[config.mk]
export PLATFORM = sky130hd
export DESIGN_NAME = dh_argmin_select_flat
export DESIGN_NICKNAME = d
export VERILOG_FILES = /design/src/rtl/dh_argmin_select_if.sv /design/src/rtl/dh_argmin_select.sv /design/src/flat_wrapper.sv
export SDC_FILE = /design/constraint.sdc
export NUM_CORES = 1
export LEC_CHECK = 0
export CORE_MARGIN = 2
export CORE_UTILIZATION = 40
export DETAILED_ROUTE_END_ITERATION = 8
export HOLD_SLACK_MARGIN = 0.1
export MAX_ROUTING_LAYER = met4
export PLACE_DENSITY = 0.72
export SYNTH_ARGS = -nofsm -noshare
export SYNTH_HDL_FRONTEND = slang
export SYNTH_SLANG_ARGS = --single-unit
[constraint.sdc]
create_clock -name clk -period 9.5 [get_ports clk]
set_input_delay 0.95 -clock clk [delete_from_list [all_inputs] [get_ports clk]]
set_output_delay 0.95 -clock clk [all_outputs]
set_load 0.03 [all_outputs]
[src/rtl/dh_argmin_select_if.sv]
// Handshake/result bundle between the Dh stage driver and the argmin selector.
// The master drives start and Dh samples; the slave returns per-q metrics and
// the sweep result.
interface dh_argmin_select_if #(
   parameter int N     = 32,
   parameter int QW    = 4,
   parameter int ACC_W = N + 4
);
   logic                    start;
   logic signed [N-1:0]     Dh_in;
   logic                    Dh_in_valid;
   logic                    busy;
   logic                    metric_valid;
   logic [QW-1:0]           metric_q;
   logic signed [ACC_W-1:0] metric_out;
   logic                    best_valid;
   logic [QW-1:0]           best_q;
   logic signed [ACC_W-1:0] best_metric;
   logic                    stray_err;

   modport master (
      output start, Dh_in, Dh_in_valid,
      input  busy, metric_valid, metric_q, metric_out,
             best_valid, best_q, best_metric, stray_err
   );

   modport slave (
      input  start, Dh_in, Dh_in_valid,
      output busy, metric_valid, metric_q, metric_out,
             best_valid, best_q, best_metric, stray_err
   );
endinterface

[src/rtl/dh_argmin_select.sv]
// Argmin selector after the Hq->Dh pipeline: sums DH_PER_Q Dh samples per
// candidate q, sweeps q = 0..Q-1 and reports the q with the smallest metric
// (lowest q wins ties).
module dh_argmin_select #(
   parameter int N        = 32,
   parameter int Q        = 16,
   parameter int DH_PER_Q = 4,
   parameter int ACC_W    = N + 4,
   parameter int QW       = $clog2(Q)
) (
   input  logic               clk,
   input  logic               rst,
   dh_argmin_select_if.slave  dh_if
);

   localparam int SW = (DH_PER_Q > 1) ? $clog2(DH_PER_Q) : 1;

   typedef enum logic {
      S_IDLE,
      S_ACC
   } state_t;

   state_t                  state_q;
   logic [QW-1:0]           q_cnt_q;
   logic [SW-1:0]           s_cnt_q;
   logic signed [ACC_W-1:0] acc_q;
   logic                    busy_q;
   logic                    metric_valid_q;
   logic [QW-1:0]           metric_q_q;
   logic signed [ACC_W-1:0] metric_out_q;
   logic                    best_valid_q;
   logic [QW-1:0]           best_q_q;
   logic signed [ACC_W-1:0] best_metric_q;
   logic                    stray_err_q;

   logic signed [ACC_W-1:0] sum_d;
   logic                    last_sample_d;
   logic                    last_q_d;
   logic                    better_d;

   // Running sum with the incoming sample sign-extended, plus group/sweep end flags.
   always_comb begin
      sum_d         = acc_q + {{(ACC_W-N){dh_if.Dh_in[N-1]}}, dh_if.Dh_in};
      last_sample_d = (s_cnt_q == SW'(DH_PER_Q - 1));
      last_q_d      = (q_cnt_q == QW'(Q - 1));
      better_d      = (q_cnt_q == '0) || (sum_d < best_metric_q);
   end

   // Sweep FSM with all outputs registered; pulses default low every cycle.
   always_ff @(posedge clk or posedge rst) begin
      if (rst) begin
         state_q        <= S_IDLE;
         q_cnt_q        <= '0;
         s_cnt_q        <= '0;
         acc_q          <= '0;
         busy_q         <= 1'b0;
         metric_valid_q <= 1'b0;
         metric_q_q     <= '0;
         metric_out_q   <= '0;
         best_valid_q   <= 1'b0;
         best_q_q       <= '0;
         best_metric_q  <= '0;
         stray_err_q    <= 1'b0;
      end else begin
         metric_valid_q <= 1'b0;
         best_valid_q   <= 1'b0;
         case (state_q)
            S_IDLE: begin
               if (dh_if.start) begin
                  state_q     <= S_ACC;
                  q_cnt_q     <= '0;
                  s_cnt_q     <= '0;
                  acc_q       <= '0;
                  stray_err_q <= 1'b0;
                  busy_q      <= 1'b1;
               end else if (dh_if.Dh_in_valid) begin
                  stray_err_q <= 1'b1;
               end
            end
            S_ACC: begin
               if (dh_if.Dh_in_valid) begin
                  if (!last_sample_d) begin
                     acc_q   <= sum_d;
                     s_cnt_q <= s_cnt_q + 1'b1;
                  end else begin
                     metric_out_q   <= sum_d;
                     metric_q_q     <= q_cnt_q;
                     metric_valid_q <= 1'b1;
                     if (better_d) begin
                        best_metric_q <= sum_d;
                        best_q_q      <= q_cnt_q;
                     end
                     acc_q   <= '0;
                     s_cnt_q <= '0;
                     if (last_q_d) begin
                        best_valid_q <= 1'b1;
                        busy_q       <= 1'b0;
                        state_q      <= S_IDLE;
                     end else begin
                        q_cnt_q <= q_cnt_q + 1'b1;
                     end
                  end
               end
            end
            default: state_q <= S_IDLE;
         endcase
      end
   end

   assign dh_if.busy         = busy_q;
   assign dh_if.metric_valid = metric_valid_q;
   assign dh_if.metric_q     = metric_q_q;
   assign dh_if.metric_out   = metric_out_q;
   assign dh_if.best_valid   = best_valid_q;
   assign dh_if.best_q       = best_q_q;
   assign dh_if.best_metric  = best_metric_q;
   assign dh_if.stray_err    = stray_err_q;

endmodule

[src/flat_wrapper.sv]
// flat-port wrapper written by rule: the top's interface ports become plain ports
module dh_argmin_select_flat 
#(
   parameter int N        = 32,
   parameter int Q        = 16,
   parameter int DH_PER_Q = 4,
   parameter int ACC_W    = N + 4,
   parameter int QW       = $clog2(Q)
)
  (clk, rst, dh_if_start, dh_if_Dh_in, dh_if_Dh_in_valid, dh_if_busy, dh_if_metric_valid, dh_if_metric_q, dh_if_metric_out, dh_if_best_valid, dh_if_best_q, dh_if_best_metric, dh_if_stray_err);
  dh_argmin_select_if #(.N(N), .QW(QW), .ACC_W(ACC_W)) dh_if_i ();
  input  logic clk;
  input  logic rst;
  input wire logic [$bits(dh_if_i.start)-1:0] dh_if_start;
  input wire logic [$bits(dh_if_i.Dh_in)-1:0] dh_if_Dh_in;
  input wire logic [$bits(dh_if_i.Dh_in_valid)-1:0] dh_if_Dh_in_valid;
  output wire logic [$bits(dh_if_i.busy)-1:0] dh_if_busy;
  output wire logic [$bits(dh_if_i.metric_valid)-1:0] dh_if_metric_valid;
  output wire logic [$bits(dh_if_i.metric_q)-1:0] dh_if_metric_q;
  output wire logic [$bits(dh_if_i.metric_out)-1:0] dh_if_metric_out;
  output wire logic [$bits(dh_if_i.best_valid)-1:0] dh_if_best_valid;
  output wire logic [$bits(dh_if_i.best_q)-1:0] dh_if_best_q;
  output wire logic [$bits(dh_if_i.best_metric)-1:0] dh_if_best_metric;
  output wire logic [$bits(dh_if_i.stray_err)-1:0] dh_if_stray_err;
  assign dh_if_i.start = dh_if_start;
  assign dh_if_i.Dh_in = dh_if_Dh_in;
  assign dh_if_i.Dh_in_valid = dh_if_Dh_in_valid;
  assign dh_if_busy = dh_if_i.busy;
  assign dh_if_metric_valid = dh_if_i.metric_valid;
  assign dh_if_metric_q = dh_if_i.metric_q;
  assign dh_if_metric_out = dh_if_i.metric_out;
  assign dh_if_best_valid = dh_if_i.best_valid;
  assign dh_if_best_q = dh_if_i.best_q;
  assign dh_if_best_metric = dh_if_i.best_metric;
  assign dh_if_stray_err = dh_if_i.stray_err;
  dh_argmin_select #(.N(N), .Q(Q), .DH_PER_Q(DH_PER_Q), .ACC_W(ACC_W), .QW(QW)) u_core (.clk(clk), .rst(rst), .dh_if(dh_if_i));
endmodule
======== Word-level counts from Yosys, hierarchy flattened ========
Cells that the tools add are included.
word-level totals
  bits in registers ....................... 127
  output and inout port bits .............. 84
cells by class
  equal/unequal tests ..................... 7
  bitwise logic cells ..................... 1
  magnitude comparators ................... 1
  muxes and demuxes ....................... 32
  $add $sub $neg .......................... 3
  reduce and logical (&&, ||, !) cells .... 9
operators with widths
  operator                                       number
  two-way mux 36 bit                             3
  one-hot mux 36 bit (2 select lines)            1
  adder 36 bit                                   1
  < comparator 36 bit                            1
  two-way mux 1 bit                              17
  two-way mux 4 bit                              4
  AND reduction 4 bit                            3
  inequality test 2 bit (second input constant)  5
  one-hot mux 4 bit (2 select lines)             1
  two-way mux 2 bit                              3
  adder 4 x 1 -> 4 bit (second input constant)   1
  == test 4 bit (second input constant)          1
  zero test 4 bit                                1
  one-hot mux 1 bit (2 select lines)             2
  one-hot mux 2 bit (2 select lines)             1
  AND reduction 2 bit                            2
  AND reduction 3 bit                            1
  adder 2 x 1 -> 2 bit (second input constant)   1
  == test 2 bit (second input constant)          1
  nonzero test 2 bit                             1
  logical OR 1 bit                               1
  inverter 1 bit                                 1

======== Longest topological paths before layout ========
Gate-level depths: netlist of run 1.
  depth after elaboration ................. 5
  depth in mapped cells ................... 21
  mapped depth without buffers ............ 19

======== Worst setup path before layout of run 1 ========
No wires, ideal clock.
  path type ............................... in2reg
  start ................................... input dh_if_Dh_in[0]
  end ..................................... register u_core.best_metric_q[0] (netlist: u_core.dh_if.best_metric[0])
  setup time .............................. 125 ps
  arrival time ............................ 4726 ps
  path slack .............................. 4649 ps
  data required time ...................... 9375 ps
  stages .................................. 20
  cell sequence ........................... ha_1 > inv_1 > fa_1 > nor2b_1 > o2111ai_1 > a21oi_1 > nor3b_2 > o31ai_4 > a41oi_2 > xnor2_2 > ha_1 > nand4_1 > or3_1 > o22ai_1 > nor2_1 > a32o_1 > nor2_1 > buf_6 > buf_6 > mux2_2
on the way
  longest elaborated chain between the ends .. 4
ends and longest elaborated chain
  what                           RTL line                source
  from (decl)                    flat_wrapper.sv:15      input wire logic [$bits(dh_if_i.Dh_in)-1:0] dh_if_Dh_in;
  adder 36 bit                   dh_argmin_select.sv:43  sum_d = acc_q + {{(ACC_W-N){dh_if.Dh_in[N-1]}}, dh_if.Dh_in};
  named net u_core.sum_d[28]     dh_argmin_select.sv:36  logic signed [ACC_W-1:0] sum_d;
  < comparator 36 bit            dh_argmin_select.sv:46  better_d = (q_cnt_q == '0) || (sum_d < best_metric_q);
  logical OR 1 bit               dh_argmin_select.sv:46
  AND reduction 4 bit (no line)  --
  to (signal assigned)           dh_argmin_select.sv:90  best_metric_q <= sum_d;
  to (decl)                      dh_argmin_select.sv:33  logic signed [ACC_W-1:0] best_metric_q;
The timed path passes the listed nets, and every way through them passes these cells.
A chain may end at the register's enable or synchronous reset.

======== Worst setup path after layout of run 1 ========
  start ................................... input dh_if_Dh_in[0]
  end ..................................... register u_core.best_metric_q[34] (netlist: u_core.dh_if.best_metric[34])
Same word-level chain as after synthesis.

==> results.toml, run 1 <==
[global_routing]
grt_use_total_pct = 21.28
antenna_found_initial = 0
grt_max_degree = 75
overflow = 0
grt_pass1_wl_um = 32620
grt_pass1_vias = 6322

[yosys]
synth_common_cells = "dfrtp_1, nand2_1, ha_1"
synth_compound_area_share_pct = 18.21
ys_warn_count = 0
yosysTopAreaCellShare_pct = 42.04
synth_area_mm2 = 0.007560
synth_top_family_by_area = "compound AO/OA/AOI/OAI gates"
synth.distinct_cells = 60
synth_edf_count = 0
yosysTopAreaCell = "dfrtp_1"
yosys.area_share.simple_pct = 11.12
synthAdderAreaFrac_pct = 12.35
syn_inst = 753
synth_most_common_cell = "dfrtp_1"
async_flop_share_pct = 100.0
yosys-mux-area-fraction_pct = 8.143
synth-seq-area-share_pct = 42.04
synth_xor_area_share_pct = 4.038
synth_ff_type = "dfrtp_1"
avgSynthCellArea_um2 = 10.04
synth_area_leaders = "dfrtp_1, ha_1, mux2_2"
syn_nets = 863
ys_ff_latch = 127

[critical_path]
ff2ff_setup_slack_ns = 4.18
r2r_start = "u_core.acc_q[0]"
arrival_ns = 6.31
worstSetupPathType = "primary input to flop"
timing.rr.end = "u_core.dh_if.best_metric[34]"
cp-startpoint = "dh_if_Dh_in[0]"
r2r_cells = 19
critPathLaunchType = "primary input"
cp-end-kind = "flop"
cp_max_fo = 27
required_ns = 9.80
cp-endpoint = "u_core.dh_if.best_metric[34]"

[timing]
grt_setup_unrepaired = "false"
finClkSkew_ns = 0.01131
fin_crit_ns = 6.007
setup_viol = 0
tightest_slew_ns = 0.9297
clock.fmax_mhz = 166.5
fin_worst_hold_slack_ns = 0.4731
drv_slew = 0
post-route-period-util_pct = 63.23
hold_viol = 0
finalSetupTns_ns = 0
final.setup.worst_slack_ns = 3.493
relSlewSlack_pct = 38.02

[finish]
layout-drive-gt1-share_pct = 11.31
finalInstanceArea_mm2 = 0.009659
nets = 982
num-fill-cells = 1679
synthToLayoutAreaGrowth_pct = 27.77
stdcell_count = 1118
diodes = 0

[clock_network]
cts_tree = "built"
clockBufferDepth = 2
htree_num_levels = 4
hold_buffers = 0
clk_pin_slew_ns = 0.05
cts_made_buffers = 17
root_buffer = "clkbuf_16"
cts_sinks = 127
clock_latency_ns = 0.42
post_cts_resized = 0
postCtsSetupBuffers = 0

[drt]
wl_met3_um = 1014
dr_wl_met2_um = 9050
routed_wl_um = 19480
vias = 6106
drt-met1-wl_um = 8908
antenna_left = 0
dr.first_iter.drc_count = 446
vias_per_cell = 5.462
wl_per_cell_um = 17.43
drc = 0
first_pass_iters = 6
top_layer_used = "met4"

[placed_design]
place_ws_ns = 3.087
dp_cells = 1087
place_area_mm2 = 0.008991
gp_congestion = 0.9438
dp_hpwl_um = 13990
port_buffers = 119

[floorplanning]
die_w_um = 141.5
die_y_um = 141.5
start_util_pct = 40.55
io_pins = 120
coreArea_mm2 = 0.01864
rows = 50
die_area_mm2 = 0.02002

[min_path]
hold_class = "flop to flop"

[job]
drv_cap = 0

[pwr]
power.static_leakage_nw = 4.523
max-vdd-ir-drop_mv = 0.2342
power_frac_comb_pct = 60.1
swShare_pct = 44.24
seqPwrFrac_pct = 22.4
pwr-share-clk_pct = 17.4
internal_power_w = 0.002401
p_per_area_mw_per_mm2 = 445.8
power.switching_w = 0.001905

[outcome]
run_status = "finished, final reports clean"
## kinds of logic (layout without fill, tap and decap cells)
logic type,count (synthesis),in the layout
AOI/OAI and AO/OA,199,199
and+or+nand+nor,186,186
DFF,127,127
buffers and inverters,78,209
adders and majority gates,74,74
muxes,55,55
xor gates and xnor gates,34,34
## state kept, by name, indices dropped and copies added, names as in the netlist
register / flops
u_core.acc_q: 36
u_core.dh_if.best_metric: 36
u_core.dh_if.metric_out: 36
u_core.dh_if.best_q: 4
u_core.dh_if.metric_q: 4
u_core.q_cnt_q: 4
u_core.s_cnt_q: 2
u_core.dh_if.best_valid: 1
u_core.dh_if.busy: 1
u_core.dh_if.metric_valid: 1
u_core.dh_if.stray_err: 1
u_core.state_q: 1
## power by group through the flow
stage | Combinational, W | Sequential, W | Clock, W
3_5_place_dp | 0.00257 | 0.000975 | 0
2_1_floorplan | 0.00147 | 0.00127 | 0
3_3_place_gp | 0.00252 | 0.000972 | 0
5_1_grt | 0.00286 | 0.00101 | 0.000785
4_1_cts | 0.00259 | 0.000970 | 0.000757
6_report | 0.00259 | 0.000966 | 0.000751
## cell usage in the layout (no fill, tap or decap), drive strengths merged, types with 5 or more instances in the layout
cell type | Yosys | routed
buf | 6 | 6
and3 | 5 | 5
nand4 | 17 | 17
nand2 | 106 | 106
a21oi | 54 | 54
xnor2 | 23 | 23
clkbuf | 19 | 20
bufinv | 0 | 6
xor2 | 11 | 11
ha | 73 | 73
clkdlybuf4s50 | 0 | 119
o21a | 5 | 5
a22o | 35 | 35
a21o | 29 | 29
a31oi | 5 | 5
nor3 | 5 | 5
inv | 53 | 53
dfrtp | 127 | 127
nor2b | 5 | 5
nand2b | 5 | 5
o21ai | 32 | 32
nor2 | 25 | 25
mux2 | 52 | 52
o21bai | 5 | 5
## metrics by stage
stage          power, W  util [%]
6_report       0.004306     51.81
5_1_grt        0.004650     51.81
4_1_cts        0.004322     51.81
3_5_place_dp   0.003545     48.23
3_3_place_gp   0.003496     48.23
2_1_floorplan  0.002741         -
## critical path, cell delays in order
cell and delay [ns]:
clkdlybuf4s50_1 0.49, ha_1 0.20, inv_1 0.06, fa_1 0.39
nor2b_1 0.18, o2111ai_1 0.16, a21oi_1 0.20, nor3b_2 0.11
o31ai_4 0.50, a21oi_1 0.15, xnor2_1 0.44, ha_1 0.19
nand4_1 0.13, or3_1 0.39, o22ai_1 0.13, nor2_1 0.09
a32o_1 0.27, nor2_4 0.40, buf_4 0.48, mux2_2 0.39
## how the worst min path moves through the flow
stage	start	to	slack [ns]	cells after the start
2_1_floorplan	u_core.acc_q[0]	u_core.acc_q[0]	0.45	2
3_3_place_gp	u_core.dh_if.metric_out[12]	u_core.dh_if.metric_out[12]	0.46	2
3_5_place_dp	u_core.dh_if.metric_out[14]	u_core.dh_if.metric_out[14]	0.46	2
4_1_cts	u_core.dh_if.metric_out[21]	u_core.dh_if.metric_out[21]	0.48	2
5_1_grt	u_core.dh_if.metric_out[14]	u_core.dh_if.metric_out[14]	0.49	2
6_report	u_core.dh_if.metric_out[9]	u_core.dh_if.metric_out[9]	0.47	2
## area by class of cell
type                       instances  area (um^2)  area share (%)
sequential                       127         3178           32.90
timing repair buffer             125         1236           12.80
clock buffer                      20        456.7           4.728
clock inverter                    11        211.5           2.189
multi-input combinational        548         4083           42.27
inverter                          53        201.4           2.085
tap                              234        292.8           3.031
## routing by layer
layer / global-route usage, % / vias to the layer above
met1: 27.37 / 2964
met3: 4.556 / 39
met2: 33.32 / 168
li1: - / 2935
met5: - / -
met4: 7.684 / 0
Power figures use the tool's default switching activity.
==> run 2, diff against run 1 <==
PLACE_DENSITY = 0.75   (was 0.72)
clock period = 4.9 ns   (was 9.5 ns; I/O delays follow)
==> run 2 against run 1 <==
Compared with the run above: flip-flop and latch count unchanged; critical path depth rose by 2; worst hold slack worse by 0.0038 ns; sequential power increased by 97%; final area rose by 6.4%; largest cell class unchanged; clock power is 58% higher; critical endpoint is now u_core.dh_if.best_metric[16]; register-to-register slack worse by 3.8 ns; clock skew is 0.0057 ns higher; first-iteration DRC count fell by 27%; utilization rose by 3.3 points; wire length up 6.6%.
==> results.toml, run 2 (same netlist as run 1, synthesis figures left out) <==
[global_routing]
antenna_found_initial = 0
grt_pass1_vias = 6521
grt_max_degree = 49
overflow = 0
grt_use_total_pct = 21.59
grt_pass1_wl_um = 33020

[drt]
first_pass_iters = 5
routed_wl_um = 20760
drc = 0
antenna_left = 0
vias_per_cell = 5.356
wl_per_cell_um = 17.23
vias = 6454
dr.first_iter.drc_count = 327

[clock_network]
clock_latency_ns = 0.44
clockBufferDepth = 2
root_buffer = "clkbuf_16"
cts_sinks = 127
clk_pin_slew_ns = 0.06
htree_num_levels = 4
cts_made_buffers = 17
cts_tree = "built"
hold_buffers = 0

[timing]
clock.fmax_mhz = 215.1
tightest_slew_ns = 1.199
fin_worst_hold_slack_ns = 0.4694
post-route-period-util_pct = 94.89
relSlewSlack_pct = 20.05
finClkSkew_ns = 0.01705
setup_viol = 0
hold_viol = 0
drv_slew = 0
fin_crit_ns = 4.649

[pwr]
power.static_leakage_nw = 4.900
p_per_area_mw_per_mm2 = 872.3
max-vdd-ir-drop_mv = 0.3966

[floorplanning]
die_y_um = 141.5
coreArea_mm2 = 0.01864
die_w_um = 141.5
start_util_pct = 40.55
die_area_mm2 = 0.02002
rows = 50
io_pins = 120

[min_path]
hold_class = "flop to flop"
hp-start = "u_core.dh_if.metric_out[15]"

[critical_path]
critPathLaunchType = "primary input"
r2r_start = "u_core.acc_q[0]"
cp-startpoint = "dh_if_Dh_in[0]"
cp_max_fo = 10
cp-end-kind = "flop"
required_ns = 5.21
arrival_ns = 4.96
worstSetupPathType = "primary input to flop"

[finish]
layout_common_cells = "dfrtp_1, clkdlybuf4s50_1, nand2_1"
diodes = 0
final_core_util_pct = 55.14
nets = 1069
layout-drive-gt1-share_pct = 19.77
final_common_cell = "dfrtp_1"
finalInstanceArea_mm2 = 0.01028
synthToLayoutAreaGrowth_pct = 35.98

[placed_design]
place_area_mm2 = 0.009639
gp_congestion = 0.9360
port_buffers = 119
dp_hpwl_um = 15200

[job]
drv_cap = 0

[outcome]
run_status = "finished, final reports clean"
## run 2: cell types whose count changed in the layout (fill, tap and decap cells not counted), sizes merged
cell      before  now
clkbuf        20   19
inv           53   55
clkinv         4    8
bufinv         6    1
buf            6   92
clkinvlp       1    2
## run 2: routing by layer
metal / GRT usage, % / up-vias / share of wire, %
met5: - / - / 0
met1: 26.87 / 3128 / 45
met2: 34.26 / 164 / 48
met4: 8.947 / 0 / 3.0
li1: - / 3123 / -
met3: 4.691 / 39 / 4.9
## run 2: critical path, cell delays in order
cell and delay, ns:
clkdlybuf4s50_1 0.47, ha_1 0.16, inv_1 0.06, fa_2 0.37
nor2b_2 0.17, o2111ai_2 0.14, a21oi_1 0.21, nor3b_2 0.10
o31ai_4 0.26, buf_12 0.16, a211o_1 0.11, nand4_1 0.15
ha_1 0.36, nand4_1 0.11, or2_2 0.36, o22ai_1 0.16
nor2_1 0.09, a32o_1 0.26, nor2_4 0.10, buf_4 0.15
buf_12 0.16, mux2_2 0.34
## run 2: through the flow
| step | std cells | setup slack [ns] | TNS [ns] | power (W) |
|---|---|---|---|---|
| after floorplan | 753 | 0.5091 | 0 | 0.005314 |
| after global placement | 1170 | -0.1554 | -4.927 | 0.007521 |
| after detailed placement | 1170 | -0.2260 | -7.074 | 0.007638 |
| after CTS | 1201 | 0.1915 | 0 | 0.008900 |
| after global routing | 1205 | -0.02350 | -0.2498 | 0.009636 |
| final | 1205 | 0.2506 | 0 | 0.008967 |
## run 2: worst paths after layout
kind / end / depth (start not counted) / slack (ns)
min in group asynchronous: u_core.acc_q[4] / 2 / 0.53
worst max register to register: u_core.dh_if.best_metric[16] / 21 / 0.42
max in group asynchronous: u_core.acc_q[31] / 3 / 3.40
worst min register to register: u_core.dh_if.metric_out[15] / 2 / 0.47
worst min-delay path: u_core.dh_if.metric_out[15] / 2 / 0.47
worst max-delay path: u_core.dh_if.best_metric[16] / 22 / 0.25
## run 2: area by class of cell
cell class,count,area [um^2]
Clock buffer,18,429.2
Clock inverter,13,117.6
Multi-Input combinational cell,548,4118
Inverter,53,201.4
Fill cell,1635,8363
Sequential cell,127,3178
Timing Repair Buffer,212,1943
Tap cell,234,292.8
## run 2: repair_timing
action / 4_1_cts / 5_1_grt
hold endpoints to repair: 0 / 0
setup buffers: 0 / 3
endpoints found under the setup margin: 0 / 39
resized for setup: 0 / 11
## run 2: report_power, final
group          internal, W  leakage [nW]  switching, W
Clock             0.000695         0.266      0.000491
Sequential         0.00155          1.55      0.000345
Combinational      0.00279          3.08       0.00309
Total              0.00504          4.90       0.00393
